===== config.mk =====
export PLATFORM = sky130hd
export DESIGN_NAME = sort4_ctrl_flat
export DESIGN_NICKNAME = d
export VERILOG_FILES = /design/src/rtl/sort4_ctrl_pkg.sv /design/src/rtl/sort4_ctrl_if.sv /design/src/rtl/sort4_ctrl_cmp.sv /design/src/rtl/sort4_ctrl.sv /design/src/flat_wrapper.sv
export SDC_FILE = /design/constraint.sdc
export NUM_CORES = 1
export LEC_CHECK = 0
export ABC_AREA = 1
export BUFFER_PORTS_ARGS = -buffer_cell sky130_fd_sc_hd__buf_2
export CORE_ASPECT_RATIO = 2
export CORE_MARGIN = 4
export CORE_UTILIZATION = 50
export CTS_BUF_LIST = sky130_fd_sc_hd__clkbuf_2 sky130_fd_sc_hd__clkbuf_4 sky130_fd_sc_hd__clkbuf_8
export DETAILED_ROUTE_END_ITERATION = 12
export PLACE_DENSITY = 0.81
export SETUP_SLACK_MARGIN = 0.15
export SYNTH_ARGS = -nofsm -noshare
export SYNTH_HDL_FRONTEND = slang
export SYNTH_SLANG_ARGS = --single-unit

===== constraint.sdc =====
create_clock -name clk -period 2.8 [get_ports clk]
set_input_delay 0.42 -clock clk [delete_from_list [all_inputs] [get_ports clk]]
set_output_delay 0.42 -clock clk [all_outputs]
set_load 0.01 [all_outputs]

===== src/rtl/sort4_ctrl_pkg.sv =====
// Shared types and constants for the sort4_ctrl batch sorter.
package sort4_pkg;

   localparam int unsigned DW        = 4;
   localparam int unsigned DEPTH_MIN = 2;
   localparam int unsigned DEPTH_MAX = 8;

   typedef logic [DW-1:0] word_t;

   typedef enum logic [1:0] {
      LOAD  = 2'd0,
      SORT  = 2'd1,
      DRAIN = 2'd2
   } state_t;

   function automatic bit depth_ok(input int unsigned depth);
      return (depth >= DEPTH_MIN) && (depth <= DEPTH_MAX);
   endfunction

endpackage


===== src/rtl/sort4_ctrl_if.sv =====
// Producer/consumer stream bundle for sort4_ctrl: one input stream, one sorted output stream.
interface sort4_ctrl_if;
   import sort4_pkg::*;

   logic  in_valid;
   logic  in_ready;
   word_t in_data;
   logic  out_valid;
   logic  out_ready;
   word_t out_data;

   modport master (
      output in_valid, in_data, out_ready,
      input  in_ready, out_valid, out_data
   );

   modport slave (
      input  in_valid, in_data, out_ready,
      output in_ready, out_valid, out_data
   );

endinterface


===== src/rtl/sort4_ctrl_cmp.sv =====
// Team 4-bit unsigned magnitude comparator, purely combinational.
module comparator_4bit
   import sort4_pkg::*;
(
   input  word_t i_a,
   input  word_t i_b,
   output logic  o_greater_c,
   output logic  o_equal_c,
   output logic  o_less_c
);

   assign o_greater_c = (i_a >  i_b);
   assign o_equal_c   = (i_a == i_b);
   assign o_less_c    = (i_a <  i_b);

endmodule


===== src/rtl/sort4_ctrl.sv =====
// Load/bubble-sort/drain controller around one shared comparator_4bit.
// Optional swap counter port enabled by defining SORT_SWAP_CNT_EN.
module sort4_ctrl
   import sort4_pkg::*;
#(
   parameter  int unsigned DEPTH = 4,
   localparam int unsigned CW    = $clog2(DEPTH*(DEPTH-1)/2+1)
)(
   input  logic              clk,
   input  logic              rst,
   sort4_ctrl_if.slave       bus,
`ifdef SORT_SWAP_CNT_EN
   output logic [CW-1:0]     swap_count,
`endif
   output logic              busy
);

   localparam int unsigned PW       = $clog2(DEPTH);
   localparam logic [PW-1:0] LAST_PTR = PW'(DEPTH-1);
   localparam logic [PW-1:0] LAST_IDX = PW'(DEPTH-2);

   if (!depth_ok(DEPTH)) begin : g_depth_chk
      $error("sort4_ctrl: DEPTH out of range 2..8");
   end

   state_t        r_state, w_state_nxt;
   word_t         r_mem [DEPTH];
   word_t         w_mem_nxt [DEPTH];
   logic [PW-1:0] r_wr_ptr, w_wr_ptr_nxt;
   logic [PW-1:0] r_rd_ptr, w_rd_ptr_nxt;
   logic [PW-1:0] r_idx, w_idx_nxt;
   logic [PW-1:0] r_pass, w_pass_nxt;
   logic [PW-1:0] w_idx_p1;
   logic          r_swapped, w_swapped_nxt;
   logic          r_in_ready, r_out_valid, r_busy;
   word_t         r_out_data, w_out_data_nxt;
   logic          w_greater, w_equal, w_less;
   logic          w_cmp_dbg_unused;
`ifdef SORT_SWAP_CNT_EN
   logic [CW-1:0] r_swap_cnt, w_swap_cnt_nxt;
`endif

   assign w_idx_p1 = r_idx + PW'(1);

   // Single compare resource; only greater steers the swap.
   comparator_4bit u_cmp (
      .i_a         (r_mem[r_idx]),
      .i_b         (r_mem[w_idx_p1]),
      .o_greater_c (w_greater),
      .o_equal_c   (w_equal),
      .o_less_c    (w_less)
   );

   assign w_cmp_dbg_unused = w_equal ^ w_less;

   always_ff @(posedge clk or posedge rst) begin
      if (rst) r_state <= LOAD;
      else     r_state <= w_state_nxt;
   end

   always_comb begin
      w_state_nxt   = r_state;
      w_mem_nxt     = r_mem;
      w_wr_ptr_nxt  = r_wr_ptr;
      w_rd_ptr_nxt  = r_rd_ptr;
      w_idx_nxt     = r_idx;
      w_pass_nxt    = r_pass;
      w_swapped_nxt = r_swapped;
`ifdef SORT_SWAP_CNT_EN
      w_swap_cnt_nxt = r_swap_cnt;
`endif
      unique case (r_state)
         LOAD: begin
            if (bus.in_valid) begin
               w_mem_nxt[r_wr_ptr] = bus.in_data;
               if (r_wr_ptr == LAST_PTR) begin
                  w_state_nxt   = SORT;
                  w_wr_ptr_nxt  = '0;
                  w_idx_nxt     = '0;
                  w_pass_nxt    = '0;
                  w_swapped_nxt = 1'b0;
`ifdef SORT_SWAP_CNT_EN
                  w_swap_cnt_nxt = '0;
`endif
               end else begin
                  w_wr_ptr_nxt = r_wr_ptr + PW'(1);
               end
            end
         end
         SORT: begin
            if (w_greater) begin
               w_mem_nxt[r_idx]    = r_mem[w_idx_p1];
               w_mem_nxt[w_idx_p1] = r_mem[r_idx];
               w_swapped_nxt       = 1'b1;
`ifdef SORT_SWAP_CNT_EN
               w_swap_cnt_nxt      = r_swap_cnt + CW'(1);
`endif
            end
            // End of pass: finish early if nothing moved this pass.
            if (r_idx == LAST_IDX) begin
               if (!(r_swapped || w_greater) || (r_pass == LAST_IDX)) begin
                  w_state_nxt  = DRAIN;
                  w_rd_ptr_nxt = '0;
               end else begin
                  w_idx_nxt     = '0;
                  w_pass_nxt    = r_pass + PW'(1);
                  w_swapped_nxt = 1'b0;
               end
            end else begin
               w_idx_nxt = w_idx_p1;
            end
         end
         DRAIN: begin
            if (bus.out_ready) begin
               if (r_rd_ptr == LAST_PTR) begin
                  w_state_nxt  = LOAD;
                  w_rd_ptr_nxt = '0;
                  w_wr_ptr_nxt = '0;
               end else begin
                  w_rd_ptr_nxt = r_rd_ptr + PW'(1);
               end
            end
         end
         default: w_state_nxt = LOAD;
      endcase
      w_out_data_nxt = (w_state_nxt == DRAIN) ? w_mem_nxt[w_rd_ptr_nxt] : '0;
   end

   always_ff @(posedge clk or posedge rst) begin
      if (rst) begin
         for (int i = 0; i < DEPTH; i++) r_mem[i] <= '0;
         r_wr_ptr    <= '0;
         r_rd_ptr    <= '0;
         r_idx       <= '0;
         r_pass      <= '0;
         r_swapped   <= 1'b0;
         r_in_ready  <= 1'b1;
         r_out_valid <= 1'b0;
         r_busy      <= 1'b0;
         r_out_data  <= '0;
      end else begin
         r_mem       <= w_mem_nxt;
         r_wr_ptr    <= w_wr_ptr_nxt;
         r_rd_ptr    <= w_rd_ptr_nxt;
         r_idx       <= w_idx_nxt;
         r_pass      <= w_pass_nxt;
         r_swapped   <= w_swapped_nxt;
         r_in_ready  <= (w_state_nxt == LOAD);
         r_out_valid <= (w_state_nxt == DRAIN);
         r_busy      <= (w_state_nxt == SORT);
         r_out_data  <= w_out_data_nxt;
      end
   end

`ifdef SORT_SWAP_CNT_EN
   always_ff @(posedge clk or posedge rst) begin
      if (rst) r_swap_cnt <= '0;
      else     r_swap_cnt <= w_swap_cnt_nxt;
   end

   assign swap_count = r_swap_cnt;
`endif

   assign bus.in_ready  = r_in_ready;
   assign bus.out_valid = r_out_valid;
   assign bus.out_data  = r_out_data;
   assign busy          = r_busy;

endmodule

===== src/flat_wrapper.sv =====
// flat-port wrapper written by rule: the top's interface ports become plain ports
module sort4_ctrl_flat import sort4_pkg::*;
#(
   parameter  int unsigned DEPTH = 4,
   localparam int unsigned CW    = $clog2(DEPTH*(DEPTH-1)/2+1)
)
  (clk, rst, busy, bus_in_valid, bus_in_data, bus_out_ready, bus_in_ready, bus_out_valid, bus_out_data);
  sort4_ctrl_if bus_i ();
  input  logic clk;
  input  logic rst;
  output logic busy;
  input wire logic [$bits(bus_i.in_valid)-1:0] bus_in_valid;
  input wire logic [$bits(bus_i.in_data)-1:0] bus_in_data;
  input wire logic [$bits(bus_i.out_ready)-1:0] bus_out_ready;
  output wire logic [$bits(bus_i.in_ready)-1:0] bus_in_ready;
  output wire logic [$bits(bus_i.out_valid)-1:0] bus_out_valid;
  output wire logic [$bits(bus_i.out_data)-1:0] bus_out_data;
  assign bus_i.in_valid = bus_in_valid;
  assign bus_i.in_data = bus_in_data;
  assign bus_i.out_ready = bus_out_ready;
  assign bus_in_ready = bus_i.in_ready;
  assign bus_out_valid = bus_i.out_valid;
  assign bus_out_data = bus_i.out_data;
  sort4_ctrl #(.DEPTH(DEPTH)) u_core (.clk(clk), .rst(rst), .bus(bus_i), .busy(busy));
endmodule

==> results of run 1 <==
==> metal layers <==
metal | vias up | share of wire [%] | GRT usage [%]
li1 | 1501 | - | -
met1 | 1502 | 32 | 24.98
met2 | 188 | 53 | 49.50
met3 | 86 | 5.2 | 4.011
met4 | 0 | 10 | 29.06
met5 | - | 0 | 0
==> synth_stat cells (2+ instances only) <==
| master | number |
|---|---|
| nand2_4 | 3 |
| dfrtp_1 | 33 |
| a32oi_1 | 2 |
| o21ai_0 | 21 |
| o22ai_1 | 7 |
| buf_6 | 3 |
| a21oi_2 | 2 |
| buf_2 | 4 |
| inv_2 | 6 |
| nand3_1 | 41 |
| o21ai_2 | 4 |
| ha_1 | 21 |
| o21ai_1 | 11 |
| inv_1 | 64 |
| nor2_1 | 28 |
| o211ai_1 | 4 |
| a21oi_1 | 37 |
| nand3_2 | 4 |
| nor2_4 | 2 |
| nand4_1 | 4 |
| nand2_2 | 12 |
| nand2_1 | 108 |
==> final cells by class <==
type | instances | area, um^2 | area share, %
Multi-Input combinational cell | 321 | 2013 | 53.79
Inverter | 71 | 276.5 | 7.389
Clock inverter | 3 | 68.82 | 1.839
Tap cell | 61 | 76.32 | 2.039
Clock buffer | 5 | 68.82 | 1.839
Timing Repair Buffer | 44 | 385.4 | 10.30
Sequential cell | 34 | 853.3 | 22.80
==> through the flow <==
stage | cell area, um^2 | utilization, %
floorplan | 2963 | -
global placement | 3149 | 54.69
detailed placement | 3149 | 54.69
CTS | 3336 | 57.93
global route | 3742 | 64.99
finish | 3742 | 64.99
==> cell families after synthesis <==
logic type                 count (synthesis)  synth area share, %
buffers and inverters                     82                12.12
DFF                                       34                28.77
AOI/OAI and AO/OA                         95                18.76
and+or+nand+nor                          205                31.47
adders and majority gates                 21                8.872
==> worst min path at each step <==
stage                       startpoint                endpoint  slack [ns]  depth (start not counted)
finish                             rst        u_core.r_mem[12]        0.21                          2
CTS                                rst  u_core.bus.out_data[1]        0.21                          2
floorplan           u_core.r_wr_ptr[1]      u_core.r_wr_ptr[1]        0.50                          2
detailed placement    u_core.r_pass[1]        u_core.r_pass[1]        0.53                          2
global route                       rst        u_core.r_mem[14]        0.24                          2
global placement      u_core.r_pass[1]        u_core.r_pass[1]        0.52                          2
==> cell usage in the layout (no fill, tap or decap), drive strengths merged, types with 4 or more instances in the layout <==
cell | netlist | routed
buf | 9 | 41
nor2 | 31 | 31
nand2 | 123 | 123
o21ai | 36 | 36
dfrtp | 33 | 33
clkbuf | 2 | 8
o211ai | 4 | 4
nand4 | 4 | 4
ha | 21 | 21
nand3 | 45 | 45
inv | 70 | 70
o22ai | 7 | 7
a21oi | 39 | 39
==> worst reg2reg max path: stages, from the launching register on <==
cell	delay, ns
dfrtp_2	0.43
inv_4	0.06
ha_4	0.31
inv_4	0.06
nand3_2	0.08
nand2_2	0.07
ha_4	0.27
nand2_2	0.05
inv_2	0.08
nand3_4	0.10
nand2_8	0.15
nand2_4	0.08
nand2_2	0.06
inv_2	0.05
nor2_4	0.12
nand2_2	0.07
nand2_2	0.09
nand3_4	0.08
nor2_4	0.18
nand2_1	0.07
nor2_1	0.11
==> state kept, by name (all words and copies together) (netlist names) <==
name / count
u_core.r_state: 2
u_core.r_pass: 2
u_core.r_idx: 2
u_core.bus.out_data: 4
u_core.bus.out_valid: 1
u_core.r_mem: 16
u_core.busy: 1
u_core.bus.in_ready: 1
u_core.r_rd_ptr: 2
u_core.r_wr_ptr: 2
u_core.r_swapped: 1
==> what timing repair did <==
item / in CTS / in global routing
resized for setup: 5 / 60
pin swaps: 4 / 28
cloned: 0 / 3
setup endpoints to repair: 4 / 8
buffers inserted: 3 / 8
==> metrics, run 1 <==
status=completed; RD Place Congestion=between 0.9 and 1; Worst Path Required=3.04 ns; WL per Instance=19.18 um; pre-CTS WS=roughly 0.035 ns; n_diodes=0; Reg2Reg Depth=20; Post-Syn Area=about 3000 um^2; initial antenna violation count=0; TritonCTS clock tree=built; vias per cell=6.080; Root Driver=clkbuf_8; grt total ovfl=0; final worst path period share=94.65%; WHS=0.2074 ns; crit path capture=u_core.bus.out_data[0]; first-pass GRT wire length=15210 um; post-synth top area share=27.88%; H-tree depth=2; Cells after Synth=437; I/O Pins=15; hpwl dp=7356 um; EDFF count, synth=0; RSZ-0062 raised after global routing=true; Num CTS Buffers=5; Post-Route WL=10340 um; Netlist cell types=38; number of cells on the critical path=20; Die X-Extent=62.42 um; Placed Instances=517; CTS Hold Bufs=0; CP Launch Point=u_core.r_idx[0]; Worst-Margin Slew=0.9104 ns; largest fanout on the critical path=8; Final Hold Viols=0; Port Buffer Count=14; CP Class=flip-flop to flip-flop; Synth area leader=dfrtp_1; core area=5758 um^2; CTS clk-pin slew, worst paths=~0.08 ns; Post-Layout Cell Count=roughly 540; layout cells sized above 1=27.41%; clock skew=0.01516 ns; largest net degree at the start of global routing=24; clk buf depth=2; P&R area growth vs syn=26.36%; iteration-0 DRC count of the detailed router=about 250; DRC errors left=0; Initial Util=51.43%; Async S/R FF share, synth=100.0%; Min-Delay Path Class=input pin to async pin; Mean Syn Cell Area=just under 7 um^2; Post-DRT Antenna Nets=0; Yosys warnings=0; R2R setup slack=~0.15 ns; Peak Freq=~380 MHz; Crit path arrival time=2.89 ns; Post-Syn Nets=466; Setup TNS=0 ns; max capacitance violation total=0; Crit. End Element=flip-flop; CP dominant cell by count=nand2_2; Row Count=39; Yosys reg bits=34; die area=7293 um^2; nets@finish=506; CP Buf/Inv Count=4; max incr delay on CP=0.43 ns; final setup fails=0; clock sink count=34; top cells by area, synth=dfrtp_1 28%, nand2_1 14%, ha_1 8.9%; Vias=3277; setup ws final=around 0.15 ns; Slew Viols, Final=0; All-Layer GR Usage=27.34%; top_reg_cell synth=dfrtp_1; clock latency reported for the late side of the worst-skew pair=0.31 ns; sequential share of the synthesized area=28.77%; post-layout min period=between 2 and 3 ns; type of origin of the critical path=flip-flop; max_slew headroom=39.09%; R2R Path End=u_core.bus.out_data[0]; Cell Chain, Critical Path=inv_4 > ha_4 > inv_4 > nand3_2 > nand2_2 > ha_4 > nand2_2 > inv_2 > nand3_4 > nand2_8 > nand2_4 > nand2_2 > inv_2 > nor2_4 > nand2_2 > nand2_2 > nand3_4 > nor2_4 > nand2_1 > nor2_1; slowest CP cell=dfrtp_2; drt pass-1 iters=5; vias in the first global route=3154; Crit path max-delay family=simple AND/OR/NAND/NOR gates; # fillers=slightly below 500; reg2reg start=u_core.r_idx[0]; Die Y=about 120 um
Power of run 1 is not shown: default switching activity piles up to over one toggle a cycle in this logic, so the estimate is an artifact.
==> inputs of run 2 (changes only) <==
CORE_ASPECT_RATIO = 1.75   (was 2)
==> metrics, run 2 (synthesis results as in run 1) <==
max incr delay on CP=0.44 ns (about the same); max capacitance violation total=0 (unchanged); I/O Pins=15 (unchanged); Post-DRT Antenna Nets=0 (unchanged); Initial Util=52.18% (+0.75 points); Largest Register=u_core.r_mem; grt total ovfl=0 (unchanged); # fillers=499 (+3.3%); die area=7267 um^2 (-0.36%); WL per Instance=17.40 um (-9.2%); core area=5675 um^2 (-1.4%); setup ws final=0.08441 ns (-0.06537 ns); type of origin of the critical path=flip-flop; Post-Route WL=9677 um (-6.4%); most common cell after layout, fill and taps aside=nand2_1; slowest CP cell=dfrtp_2; clock skew=0.007775 ns (-0.007384 ns); clk buf depth=2 (unchanged); Die Y=109.8 um (-6.0%); DRC errors left=0 (unchanged); H-tree depth=2 (unchanged); RSZ-0062 raised after global routing=true; CTS clk-pin slew, worst paths=0.07 ns (about the same); max reg flops=16 (unchanged); Final Hold Viols=0 (unchanged); initial antenna violation count=0 (unchanged); WL met3=611 um (+15%); All-Layer GR Usage=26.52% (-0.81 points); Core Util, Final=64.11% (-0.88 points); Crit. End Element=flip-flop; largest fanout on the critical path=23 (+15); Crit path arrival time=2.91 ns (+0.02 ns); clock sink count=34 (unchanged); status=completed; Num CTS Buffers=5 (unchanged); met1 wire length=3288 um (about the same); met2 WL post-DR=4860 um (-11%); RD Place Congestion=0.9610 (+0.10%); Slew Viols, Final=0 (unchanged); CP Class=flip-flop to flip-flop; Crit path max-delay family=simple AND/OR/NAND/NOR gates; Vias=3201 (-2.3%); n_diodes=0 (unchanged); vias per cell=5.757 (-5.3%); max layer used=met4; Peak Freq=368.2 MHz (-2.4%); drt pass-1 iters=6 (+1); Min-Delay Path Class=input pin to async pin; P&R area growth vs syn=22.86%; hpwl dp=6894 um (-6.3%); layout cells sized above 1=27.08% (-0.32 points); vias in the first global route=2970 (-5.8%); TritonCTS clock tree=built; commonest cells after routing, fill and taps aside=99 x nand2_1, 58 x inv_1, 35 x nand3_1, 32 x dfrtp_1, 29 x a21oi_1; Die X-Extent=66.18 um (+6.0%); iteration-0 DRC count of the detailed router=261 (+4.0%); max_slew headroom=42.99% (+3.9 points); nets@finish=508 (+0.40%); Final Cell Area=3638 um^2 (-2.8%); R2R setup slack=0.08 ns (-0.07 ns); largest net degree at the start of global routing=35 (+46%); pre-CTS WS=-0.03159 ns (-0.06661 ns); post-layout min period=2.716 ns (+0.06537 ns); Root Driver=clkbuf_8; multi-input logic area=1973 um^2 (-2.0%); final worst path period share=96.99% (+2.3 points); Cell Chain, Critical Path=buf_12 > nand2_1 > nand3_2 > nand2_2 > inv_4 > ha_4 > nand2_2 > nand2_1 > nand2_2 > nand2_2 > nand2_4 > nand2_4 > nand3_4 > nand3_4 > nand2_1 > o21ai_4 > nand2_1 > nor2_2 > nor2_1; CP Buf/Inv Count=2 (-2); Row Count=36 (-7.7%); Storage cell area=853.3 um^2 (unchanged); Worst Path Required=2.99 ns (-0.05 ns); placed cell area=3146 um^2 (-0.12%); clock latency reported for the late side of the worst-skew pair=0.30 ns (about the same); Worst-Margin Slew=0.8520 ns (-0.05832 ns); first-pass GRT wire length=14390 um (-5.4%); final setup fails=0 (unchanged); Port Buffer Count=14 (unchanged)
run 2: cell types whose count changed in the layout (fill, tap and decap cells not counted), moves of 2 or more:
cell / previous run / this run
clkbuf_16: 3 / 1
buf_4: 24 / 27
bufinv_16: 2 / 0
inv_1: 60 / 58
nand3_2: 9 / 6
buf_8: 0 / 2
buf_12: 3 / 1
nand2_1: 95 / 99
inv_2: 6 / 9
nand2_4: 6 / 4
nand3_1: 33 / 35
a21oi_2: 7 / 9
a21oi_4: 3 / 1
run 2: stage by stage:
| step | std cells | TNS (ns) | hold WS, ns |
|---|---|---|---|
| after global routing | 556 | 0 | 0.2456 |
| final | 556 | 0 | 0.2093 |
| after global placement | 529 | 0 | 0.5236 |
| after floorplan | 437 | 0 | 0.5027 |
| after CTS | 543 | 0 | 0.2264 |
| after detailed placement | 529 | -0.05482 | 0.5363 |
run 2: path summary, 6_finish.rpt:
path	cells after the start	endpoint	from
worst min register to register	2	u_core.r_pass[1]	u_core.r_pass[1]
max in group asynchronous	3	u_core.bus.in_ready	rst
min in group clk	3	u_core.r_mem[7]	bus_in_data[3]
worst max register to register	19	u_core.bus.out_data[1]	u_core.r_idx[0]
worst max-delay path	19	u_core.bus.out_data[1]	u_core.r_idx[0]
worst min-delay path	3	u_core.bus.out_data[1]	rst
run 2: what timing repair did:
action,4_1_cts,5_1_grt
cloned,1,1
setup endpoints to repair,6,13
pin swaps,8,27
gates resized for setup,10,43
buffers inserted,5,12
hold buffers,0,0
run 2: worst register-to-register path: stages (launching register included):
cell and delay (ns):
dfrtp_2 0.44, buf_12 0.17, nand2_1 0.08, nand3_2 0.10
nand2_2 0.15, inv_4 0.07, ha_4 0.27, nand2_2 0.05
nand2_1 0.08, nand2_2 0.05, nand2_2 0.09, nand2_4 0.10
nand2_4 0.11, nand3_4 0.09, nand3_4 0.12, nand2_1 0.11
o21ai_4 0.11, nand2_1 0.13, nor2_2 0.19, nor2_1 0.08
run 2: layout make-up:
type	instances	area share, %
Clock buffer	7	2.476
Sequential cell	34	23.45
Timing Repair Buffer	45	9.560
Clock inverter	1	0.1376
Tap cell	76	2.613
Inverter	71	7.531
Multi-Input combinational cell	322	54.23
run 2: per-layer routing:
layer  GRT usage (%)  vias up
met2           46.48      175
met4           22.09        0
li1                -     1510
met5               0        -
met3           3.783       69
met1           26.90     1447
Power of run 2 is left out for the same reason.
==> inputs of run 3 (changes only) <==
REMOVE_ABC_BUFFERS = 1   (was unset)
==> metrics, run 3 (synthesis results as in run 1) <==
status=completed; H-tree depth=2 (unchanged); commonest cells after routing, fill and taps aside=101 x nand2_1, 61 x inv_1, 36 x nand3_1, 33 x dfrtp_1, 32 x a21oi_1; CP Buf/Inv Count=4 (+2); Largest Register=u_core.r_mem; pre-CTS WS=0.03025 ns (+0.06184 ns); slowest CP cell=dfrtp_1; max capacitance violation total=0 (unchanged); Post-Layout Cell Count=545 (-2.0%); RSZ-0062 raised after global routing=true; Slew Viols, Final=0 (unchanged); grt total ovfl=0 (unchanged); largest net degree at the start of global routing=35 (unchanged); vias per cell=5.743 (-0.24%); CP Class=flip-flop to flip-flop; Post-DRT Antenna Nets=0 (unchanged); WL per Instance=16.76 um (-3.7%); Core Util, Final=61.07% (-3.0 points); Worst-Margin Slew=0.8336 ns (-0.01846 ns); I/O Pins=15 (unchanged); drt pass-1 iters=6 (unchanged); Worst Path Required=3.03 ns (+0.04 ns); clock skew=0.006053 ns (-0.001722 ns); most common cell after layout, fill and taps aside=nand2_1; Die X-Extent=66.18 um (unchanged); die area=7267 um^2 (unchanged); Crit path max-delay family=simple AND/OR/NAND/NOR gates; All-Layer GR Usage=25.88% (-0.64 points); RD Place Congestion=1.027 (+6.8%); hpwl dp=7091 um (+2.9%); largest fanout on the critical path=16 (-30%); post-layout min period=2.605 ns (-0.1104 ns); Die Y=109.8 um (unchanged); layout cells sized above 1=22.60% (-4.5 points); n_diodes=0 (unchanged); TritonCTS clock tree=built; Post-Route WL=9132 um (-5.6%); core area=5675 um^2 (unchanged); vias in the first global route=3054 (+2.8%); max reg flops=16 (unchanged); nets@finish=497 (-2.2%); max_slew headroom=44.22% (+1.2 points); Setup TNS=0 ns (unchanged); initial antenna violation count=0 (unchanged); iteration-0 DRC count of the detailed router=167 (-36%); max incr delay on CP=0.42 ns (-0.02 ns); Peak Freq=383.9 MHz (+4.2%); final worst path period share=93.04% (-3.9 points); Root Driver=clkbuf_8; Initial Util=52.18% (unchanged); Num CTS Buffers=5 (unchanged); clock latency reported for the late side of the worst-skew pair=0.29 ns (about the same); DRC errors left=0 (unchanged); # fillers=552 (+11%); CTS clk-pin slew, worst paths=0.08 ns (about the same); Row Count=36 (unchanged); Crit. End Element=flip-flop; Min-Delay Path Class=input pin to async pin; Port Buffer Count=14 (unchanged); Final Hold Viols=0 (unchanged); Placed Instances=530 (+0.19%); clock sink count=34 (unchanged); final setup fails=0 (unchanged); first-pass GRT wire length=14320 um (-0.48%); clk buf depth=2 (unchanged); Crit path arrival time=2.83 ns (-0.08 ns); type of origin of the critical path=flip-flop; Cell Chain, Critical Path=inv_2 > buf_8 > nand2_1 > nand3_1 > nand2_2 > inv_4 > ha_4 > nand2_1 > nand2_1 > nand2_1 > nand2_2 > nand2_4 > nand2_4 > nand2_2 > inv_2 > nor2_4 > nand2_2 > nand2_2 > nand3_4 > nor2_4 > nand2_1 > nor2_1; P&R area growth vs syn=17.03%; setup ws final=0.1948 ns (+0.1104 ns); Vias=3130 (-2.2%)
[run 3: path summary, 6_finish.rpt]
path                                       start                      to  slack, ns  cells past startpoint
worst max-delay path             u_core.r_idx[0]  u_core.bus.out_data[3]       0.19                     22
worst min-delay path                         rst  u_core.bus.out_data[2]       0.22                      3
worst max register to register   u_core.r_idx[0]  u_core.bus.out_data[3]       0.19                     22
worst min register to register  u_core.r_pass[1]        u_core.r_pass[1]       0.55                      2
max in group asynchronous                    rst     u_core.bus.in_ready       2.25                      3
min in group clk                  bus_in_data[3]        u_core.r_mem[15]       0.53                      3
[run 3: cell type report]
cell class | count | area (um^2) | share of cell area [%]
inverters | 71 | 274.0 | 7.906
multi-input cells | 321 | 1907 | 55.02
well taps | 76 | 95.09 | 2.744
repair buffers | 35 | 246.5 | 7.112
clock buffers | 7 | 83.83 | 2.419
clock inverters | 1 | 7.507 | 0.2166
flip-flops and latches | 34 | 852.1 | 24.58
[run 3: per-layer routing]
metal | wire length, um | track usage (%)
met1 | 3236 | 26.42
met2 | 4724 | 45.27
met3 | 430 | 3.988
met4 | 740 | 20.93
met5 | 0 | 0
[run 3: stage by stage]
stage               cell area, um^2  hold WS (ns)
finish                         3466        0.2161
global placement               3139        0.5214
global route                   3466        0.2632
detailed placement             3139        0.5335
floorplan                      2869        0.5027
CTS                            3269        0.2335
[run 3: tightest hold or removal path, cell delays in order]
cell	delay (ns)
buf_2	0.10
inv_1	0.04
buf_4	0.39
[run 3: repair_timing]
action | in CTS | in global routing
hold buffers | 0 | 0
gates resized for setup | 3 | 36
endpoints found under the setup margin | 6 | 12
buffers inserted | 2 | 5
pin swaps | 1 | 15
Power of run 3 is left out for the same reason.
